<file path="src/rtl/rf_pkg.sv">
// Shared constants and types for the multi-port register file and its scoreboard.
// Default sizes describe the 32 x 32-bit core configuration.
package rf_pkg;

   localparam int DW_DEF   = 32;
   localparam int NREG_DEF = 32;
   localparam int AW_DEF   = $clog2(NREG_DEF);

   localparam int REG_ZERO = 0;
   localparam int REG_RA   = 31;

   typedef logic [AW_DEF-1:0] reg_addr_t;
   typedef logic [DW_DEF-1:0] word_t;

endpackage

</file>
<file path="src/rtl/rf_scoreboard.sv">
// Per-register busy scoreboard: reservations set, writebacks clear, set wins on a tie.
// Busy outputs are bypassed so a same-cycle writeback unblocks decode immediately.
module rf_scoreboard
   import rf_pkg::*;
#(
   parameter  int NREG     = NREG_DEF,
   parameter  int LINK_IDX = NREG - 1,
   localparam int AW       = $clog2(NREG)
) (
   input  logic          clk,
   input  logic          rst_n,
   input  logic          wr_en,
   input  logic [AW-1:0] wr_addr,
   input  logic          link_en,
   input  logic          rsv_en,
   input  logic [AW-1:0] rsv_addr,
   input  logic [AW-1:0] ra1_addr,
   input  logic [AW-1:0] ra2_addr,
   output logic          busy1,
   output logic          busy2,
   output logic [AW:0]   busy_cnt
);

   localparam logic [AW-1:0] LINK_A = AW'(LINK_IDX);
   localparam logic [AW-1:0] ZERO_A = AW'(REG_ZERO);

   logic [NREG-1:0] busy_q, busy_d;
   logic [AW:0]     cnt_q, cnt_d;

   // NOTE: combinational blocks use blocking '=' with a default first, so later lines override earlier ones and no latch is inferred.
   always_comb begin
      busy_d = busy_q;
      if (wr_en)   busy_d[wr_addr] = 1'b0;
      if (link_en) busy_d[LINK_A]  = 1'b0;
      // The set comes last: a fresh reservation outranks a same-cycle writeback.
      if (rsv_en && rsv_addr != ZERO_A) busy_d[rsv_addr] = 1'b1;
      cnt_d = '0;
      for (int i = 0; i < NREG; i++) begin
         cnt_d = cnt_d + (AW+1)'(busy_d[i]);
      end
   end

   always_ff @(posedge clk or negedge rst_n) begin
      if (!rst_n) begin
         busy_q <= '0;
         cnt_q  <= '0;
      end else begin
         busy_q <= busy_d;
         cnt_q  <= cnt_d;
      end
   end

   always_comb begin
      busy1 = (ra1_addr != ZERO_A) && busy_q[ra1_addr] &&
              !((wr_en && wr_addr == ra1_addr) || (link_en && ra1_addr == LINK_A));
      busy2 = (ra2_addr != ZERO_A) && busy_q[ra2_addr] &&
              !((wr_en && wr_addr == ra2_addr) || (link_en && ra2_addr == LINK_A));
   end

   assign busy_cnt = cnt_q;

endmodule

</file>
<file path="src/rtl/rf_multiport_sb.sv">
// Two-read / write+link register file with write-through bypass and busy scoreboard.
// Define RF_TRACE_EN to print every committed write and a register dump after each edge.
module rf_multiport_sb
   import rf_pkg::*;
#(
   parameter  int DW       = DW_DEF,
   parameter  int NREG     = NREG_DEF,
   parameter  int LINK_IDX = NREG - 1,
   localparam int AW       = $clog2(NREG)
) (
   input  logic          clk,
   input  logic          rst_n,
   input  logic [AW-1:0] ra1_addr,
   output logic [DW-1:0] rd1_data,
   input  logic [AW-1:0] ra2_addr,
   output logic [DW-1:0] rd2_data,
   input  logic          wr_en,
   input  logic [AW-1:0] wr_addr,
   input  logic [DW-1:0] wr_data,
   input  logic          link_en,
   input  logic [DW-1:0] link_data,
   output logic [DW-1:0] ra_data,
   input  logic          rsv_en,
   input  logic [AW-1:0] rsv_addr,
   output logic          busy1,
   output logic          busy2,
   output logic [AW:0]   busy_cnt
);

   localparam logic [AW-1:0] LINK_A = AW'(LINK_IDX);
   localparam logic [AW-1:0] ZERO_A = AW'(REG_ZERO);

   logic [DW-1:0] regs_q [NREG];

   always_ff @(posedge clk or negedge rst_n) begin
      if (!rst_n) begin
         // NOTE: the array is reset as flops because software relies on all GPRs reading 0 after reset; it cannot map to RAM.
         for (int i = 0; i < NREG; i++) begin
            regs_q[i] <= '0;
         end
      end else begin
         if (wr_en && wr_addr != ZERO_A) regs_q[wr_addr] <= wr_data;
         // Issued after the general write so the link port wins a collision.
         if (link_en) regs_q[LINK_A] <= link_data;
      end
   end

   function automatic logic [DW-1:0] read_mux(
      input logic [AW-1:0] addr,
      input logic [DW-1:0] stored,
      input logic          lk_en,
      input logic [DW-1:0] lk_data,
      input logic          w_en,
      input logic [AW-1:0] w_addr,
      input logic [DW-1:0] w_data
   );
      if (addr == ZERO_A)                 return '0;
      else if (lk_en && addr == LINK_A)   return lk_data;
      else if (w_en && addr == w_addr)    return w_data;
      else                                return stored;
   endfunction

   always_comb begin
      rd1_data = read_mux(ra1_addr, regs_q[ra1_addr], link_en, link_data, wr_en, wr_addr, wr_data);
      rd2_data = read_mux(ra2_addr, regs_q[ra2_addr], link_en, link_data, wr_en, wr_addr, wr_data);
      ra_data  = read_mux(LINK_A, regs_q[LINK_A], link_en, link_data, wr_en, wr_addr, wr_data);
   end

   rf_scoreboard #(
      .NREG     (NREG),
      .LINK_IDX (LINK_IDX)
   ) u_sb (
      .clk      (clk),
      .rst_n    (rst_n),
      .wr_en    (wr_en),
      .wr_addr  (wr_addr),
      .link_en  (link_en),
      .rsv_en   (rsv_en),
      .rsv_addr (rsv_addr),
      .ra1_addr (ra1_addr),
      .ra2_addr (ra2_addr),
      .busy1    (busy1),
      .busy2    (busy2),
      .busy_cnt (busy_cnt)
   );

`ifdef RF_TRACE_EN
   logic          tr_wr_q, tr_lk_q;
   logic [AW-1:0] tr_wa_q;
   logic [DW-1:0] tr_wd_q, tr_ld_q;

   always_ff @(posedge clk or negedge rst_n) begin
      if (!rst_n) begin
         tr_wr_q <= 1'b0;
         tr_lk_q <= 1'b0;
         tr_wa_q <= '0;
         tr_wd_q <= '0;
         tr_ld_q <= '0;
      end else begin
         tr_wr_q <= wr_en && wr_addr != ZERO_A && !(link_en && wr_addr == LINK_A);
         tr_lk_q <= link_en;
         tr_wa_q <= wr_addr;
         tr_wd_q <= wr_data;
         tr_ld_q <= link_data;
      end
   end

   // Printed half a cycle later so the dump shows the state the edge produced.
   always @(negedge clk) begin
      if (rst_n && (tr_wr_q || tr_lk_q)) begin
         if (tr_wr_q) $display("rf write R[%02d]=%8X", tr_wa_q, tr_wd_q);
         if (tr_lk_q) $display("rf link  R[%02d]=%8X", LINK_IDX, tr_ld_q);
         for (int b = 0; b < NREG; b += 8) begin
            $display("R[%02d-%02d]=%8X, %8X, %8X, %8X, %8X, %8X, %8X, %8X", b, b + 7,
                     regs_q[b], regs_q[b+1], regs_q[b+2], regs_q[b+3],
                     regs_q[b+4], regs_q[b+5], regs_q[b+6], regs_q[b+7]);
         end
      end
   end
`else
   // Default build carries no trace logic.
`endif

endmodule
</file>
<file path="config.mk">
export PLATFORM = sky130hd
export DESIGN_NAME = rf_multiport_sb
export DESIGN_NICKNAME = d
export VERILOG_FILES = /design/src/rtl/rf_pkg.sv /design/src/rtl/rf_scoreboard.sv /design/src/rtl/rf_multiport_sb.sv
export SDC_FILE = /design/constraint.sdc
export NUM_CORES = 2
export LEC_CHECK = 0
export ABC_AREA = 1
export CAP_MARGIN = 20
export CORE_MARGIN = 2
export CORE_UTILIZATION = 30
export DETAILED_ROUTE_END_ITERATION = 10
export MAX_ROUTING_LAYER = met4
export PLACE_DENSITY = 0.51
export RECOVER_POWER = 25
export SLEW_MARGIN = 20
export SYNTH_ARGS = -nofsm -noshare
export SYNTH_HDL_FRONTEND = slang
export SYNTH_SLANG_ARGS = --single-unit
</file>
<file path="constraint.sdc">
create_clock -name clk -period 4.6 [get_ports clk]
set_input_delay 1.15 -clock clk [delete_from_list [all_inputs] [get_ports clk]]
set_output_delay 1.15 -clock clk [all_outputs]
set_load 0.01 [all_outputs]
</file>
==> flow_summary_export.csv <==
group,metric,value,unit
timing,max_freq,0.177,GHz
die,dieArea,211000,um2
setup_path,slowest_stage,"fa_1",
global_routing,grt_antenna_before_repair,29,
global_routing,grt_pass1_wl,433000,um
placement,place_inst,11600,
hold_path,min_path_type,"reg -> reg",
run_status,violations,"capacitance limit, slew limit, setup timing",
die,initial_core_util,30.1,%
route,ant_nets,0,
die,dieWidth,460,um
timing,fin_ws,-1050,ps
route,drt_iter0_markers,8302,
timing,relSlewSlack,-62.5,%
yosys,yosys.area.top_type,"dfrtp_1",
timing,period_needed,5650,ps
setup_path,r2r_end,"u_sb.busy_cnt[2]",
yosys,syn-num-nets,8876,
yosys,ys_top_cells_by_area,"dfrtp_1, nand2_1, o21ai_0",
route,vias,65000,
timing,rsz0062_at_grt,"true",
final_layout,drive_above_1_share,13.4,%
yosys,synth-edff-count,0,
setup_path,cpLargestDelayFamily,"adder cells",
final_layout,fillCellCount,21500,
yosys,synth_area,62200,um2
setup_path,arrival,6330,ps
route,drc_errors,0,
yosys,ys_types,37,
setup_path,critPathKind,"in -> reg",
global_routing,top_usage_layer,"met2",
timing,finalMaxSlewViolations,429,
yosys,synth_top_area_share,42.7,%
placement,io_buffers,192,
setup_path,worstPathCellList,"buf_2 -> inv_2 -> buf_6 -> nor3_2 -> buf_4 -> inv_2 -> o22ai_4 -> inv_2 -> fa_1 -> inv_2 -> fa_1 -> fa_1 -> fa_1 -> inv_2 -> fa_1 -> fa_1 -> inv_2 -> fa_2 -> fa_2 -> buf_4 -> buf_6 -> xor2_1",
timing,setup_violations,6,
clocking,clk_pin_slew_worst_paths,50,ps
timing,post-route-period-util,123,%
hold_path,min_from,"regs_q[1015]",
global_routing,grt_pass1_vias,60400,
clocking,clockRootBuffer,"clkbuf_16",
yosys,synth_seq_cells,1062,
placement,hpwlAfterDp,198000,um
die,die_h,460,um
die,rows,167,
placement,routabilityCongestion,0.940,
setup_path,critPathMaxFanout,4,
yosys,syn_avg_cell_area,7.11,um2
hold_path,hold_path_end,"regs_q[1015]",
route,vias_per_cell,5.47,
die,ios,193,
yosys,syn_inst,8755,
power_and_ir_drop,leakage,35.0,nW
setup_path,regToRegStartpoint,"u_sb.busy_q[0]",
run_status,outcome,"finished, violations left",
setup_path,setup.worst_path.start_class,"primary input",
global_routing,grt_use_met2,43.4,%
setup_path,regToRegSetupSlack,-770,ps
clocking,clock_sinks,1062,
final_layout,design_area,76800,um2
global_routing,grt_use_met3,5.04,%
route,wire_per_inst,25.3,um
final_layout,stdcell_count,11900,
hold_path,worst_hold_path.num_cells,0,
clocking,cts_buffer_depth,3,
die,core,207000,um2
setup_path,reg2reg_depth,16,
timing,tightest_slew,2440,ps
timing,hold_viol_final,0,
route,drt_first_pass_iters,8,
clocking,cts_htree_levels,4,
yosys,yosysWarningCount,0,
job,cap_viol_max_count,6,
power_and_ir_drop,power_density,461,nW/um2
placement,dpl-instance-area,71200,um2
placement,dp_slack,-2390,ps
yosys,yosysMostFrequentCell,"nand2_1",
final_layout,syn_to_final_growth,23.4,%
final_layout,final_net_count,9181,
yosys,yosysSeqAreaShare,42.7,%
clocking,insertion_delay,810,ps
clocking,tritoncts,"built",
yosys,synthFlopType,"dfrtp_1",
setup_path,max_stage_delay,560,ps
global_routing,overflow,0,
yosys,synth_common_cells,"nand2_1, o21ai_0, dfrtp_1, inv_1, nand3_1",
global_routing,grt_max_degree,118,
yosys,async_flop_share,100,%
clocking,numCtsBuffers,130,
setup_path,end_kind,"register",
setup_path,critPathRequiredTime,5280,ps
global_routing,gr-usage-met1,36.9,%
timing,skew,20.7,ps
setup_path,crit_buf_inv,11,
route,drt-total-wl,301000,um
power_and_ir_drop,peakVddDrop,1.23,mV
global_routing,track_usage,28.8,%
metal layers:
metal / up-vias / wire (um)
li1: 29400 / -
met1: 31400 / 123000
met2: 3428 / 134000
met3: 697 / 26800
met4: 0 / 16500
met5: - / 0
how the worst max path moves through the flow:
| stage | start | endpoint | slack, ps | depth (start not counted) |
|---|---|---|---|---|
| 3_3_place_gp | wr_addr[3] | u_sb.busy_cnt[4] | -2400 | 20 |
| 4_1_cts | wr_en | u_sb.busy_cnt[4] | -1230 | 22 |
| 6_report | rsv_addr[3] | u_sb.busy_cnt[2] | -1050 | 22 |
| 2_1_floorplan | wr_addr[2] | u_sb.busy_cnt[4] | -1660 | 25 |
| 5_1_grt | wr_en | u_sb.busy_cnt[4] | -1240 | 25 |
| 3_5_place_dp | rsv_addr[1] | u_sb.busy_cnt[4] | -2390 | 23 |
area by class of cell:
type                       count  area, um2  share of cell area, %
timing repair buffer         975       9750                   12.7
sequential                  1062      26600                   34.6
antenna                       23       57.6                 0.0749
tap                         2704       3380                   4.40
clock buffer                 199       3900                   5.07
clock inverter                27        370                  0.482
multi-input combinational   6106      29700                   38.7
inverter                     785       3030                   3.94
stage by stage:
| step | utilization, % | total power [mW] | TNS, ps | hold WS [ps] |
|---|---|---|---|---|
| 3_3_place_gp | 34.4 | 23.7 | -56580 | 375 |
| 6_report | 37.2 | 35.4 | -5320 | 390 |
| 5_1_grt | 37.2 | 37.7 | -6210 | 406 |
| 3_5_place_dp | 34.4 | 23.8 | -57710 | 381 |
| 2_1_floorplan | - | 19.2 | -8410 | 440 |
| 4_1_cts | 37.1 | 35.3 | -6030 | 169 |
state kept, by name, summed over array words and instances (netlist names):
name           flops
regs_q          1024
u_sb.busy_cnt      6
u_sb.busy_q       32
kinds of logic (layout without fill, tap and decap cells):
logic type                 Yosys count  after routing  share of synthesized area [%]
xor gates and xnor gates             3              3                         0.0422
AOI/OAI and AO/OA                 2410           2410                           21.8
DFF                               1062           1062                           42.7
other                                0             23                              0
buffers and inverters             1587           1986                           10.9
adders and majority gates           32             32                          0.933
and+or+nand+nor                   3661           3661                           23.6
cells in the final DEF (no fill, tap or decap), types with 34 or more instances in the layout:
master           Yosys  layout
inv_1              756     717
nand3_1            682     671
buf_6               44      34
inv_2               26      47
nand2_1           2620    2593
dfrtp_1           1062    1062
buf_12               0     145
o211ai_1           527     527
o221ai_1            40      37
o21ai_0           1261    1253
clkbuf_16            0     134
clkdlybuf4s50_1      0      84
clkbuf_1           368      43
o21ai_1             73      76
dlygate4sd2_1        0      65
buf_4               24     596
a21oi_1            477     456
nor2_1             321     276
what timing repair did:
item | CTS | global route
cloned | 4 | 0
setup endpoints to repair | 104 | 18
resized for setup | 372 | 59
pin swaps | 53 | 25
hold buffers | 0 | 0
setup buffers | 45 | 9
report_power, final:
part / total (mW) / leakage (nW) / internal, mW / switching [mW]
registers: 12.3 / 12.7 / 11.4 / 0.901
logic: 12.5 / 20.1 / 5.38 / 7.16
clock network: 10.6 / 2.10 / 6.18 / 4.43
No activity file was read; power rests on OpenSTA's default activity.
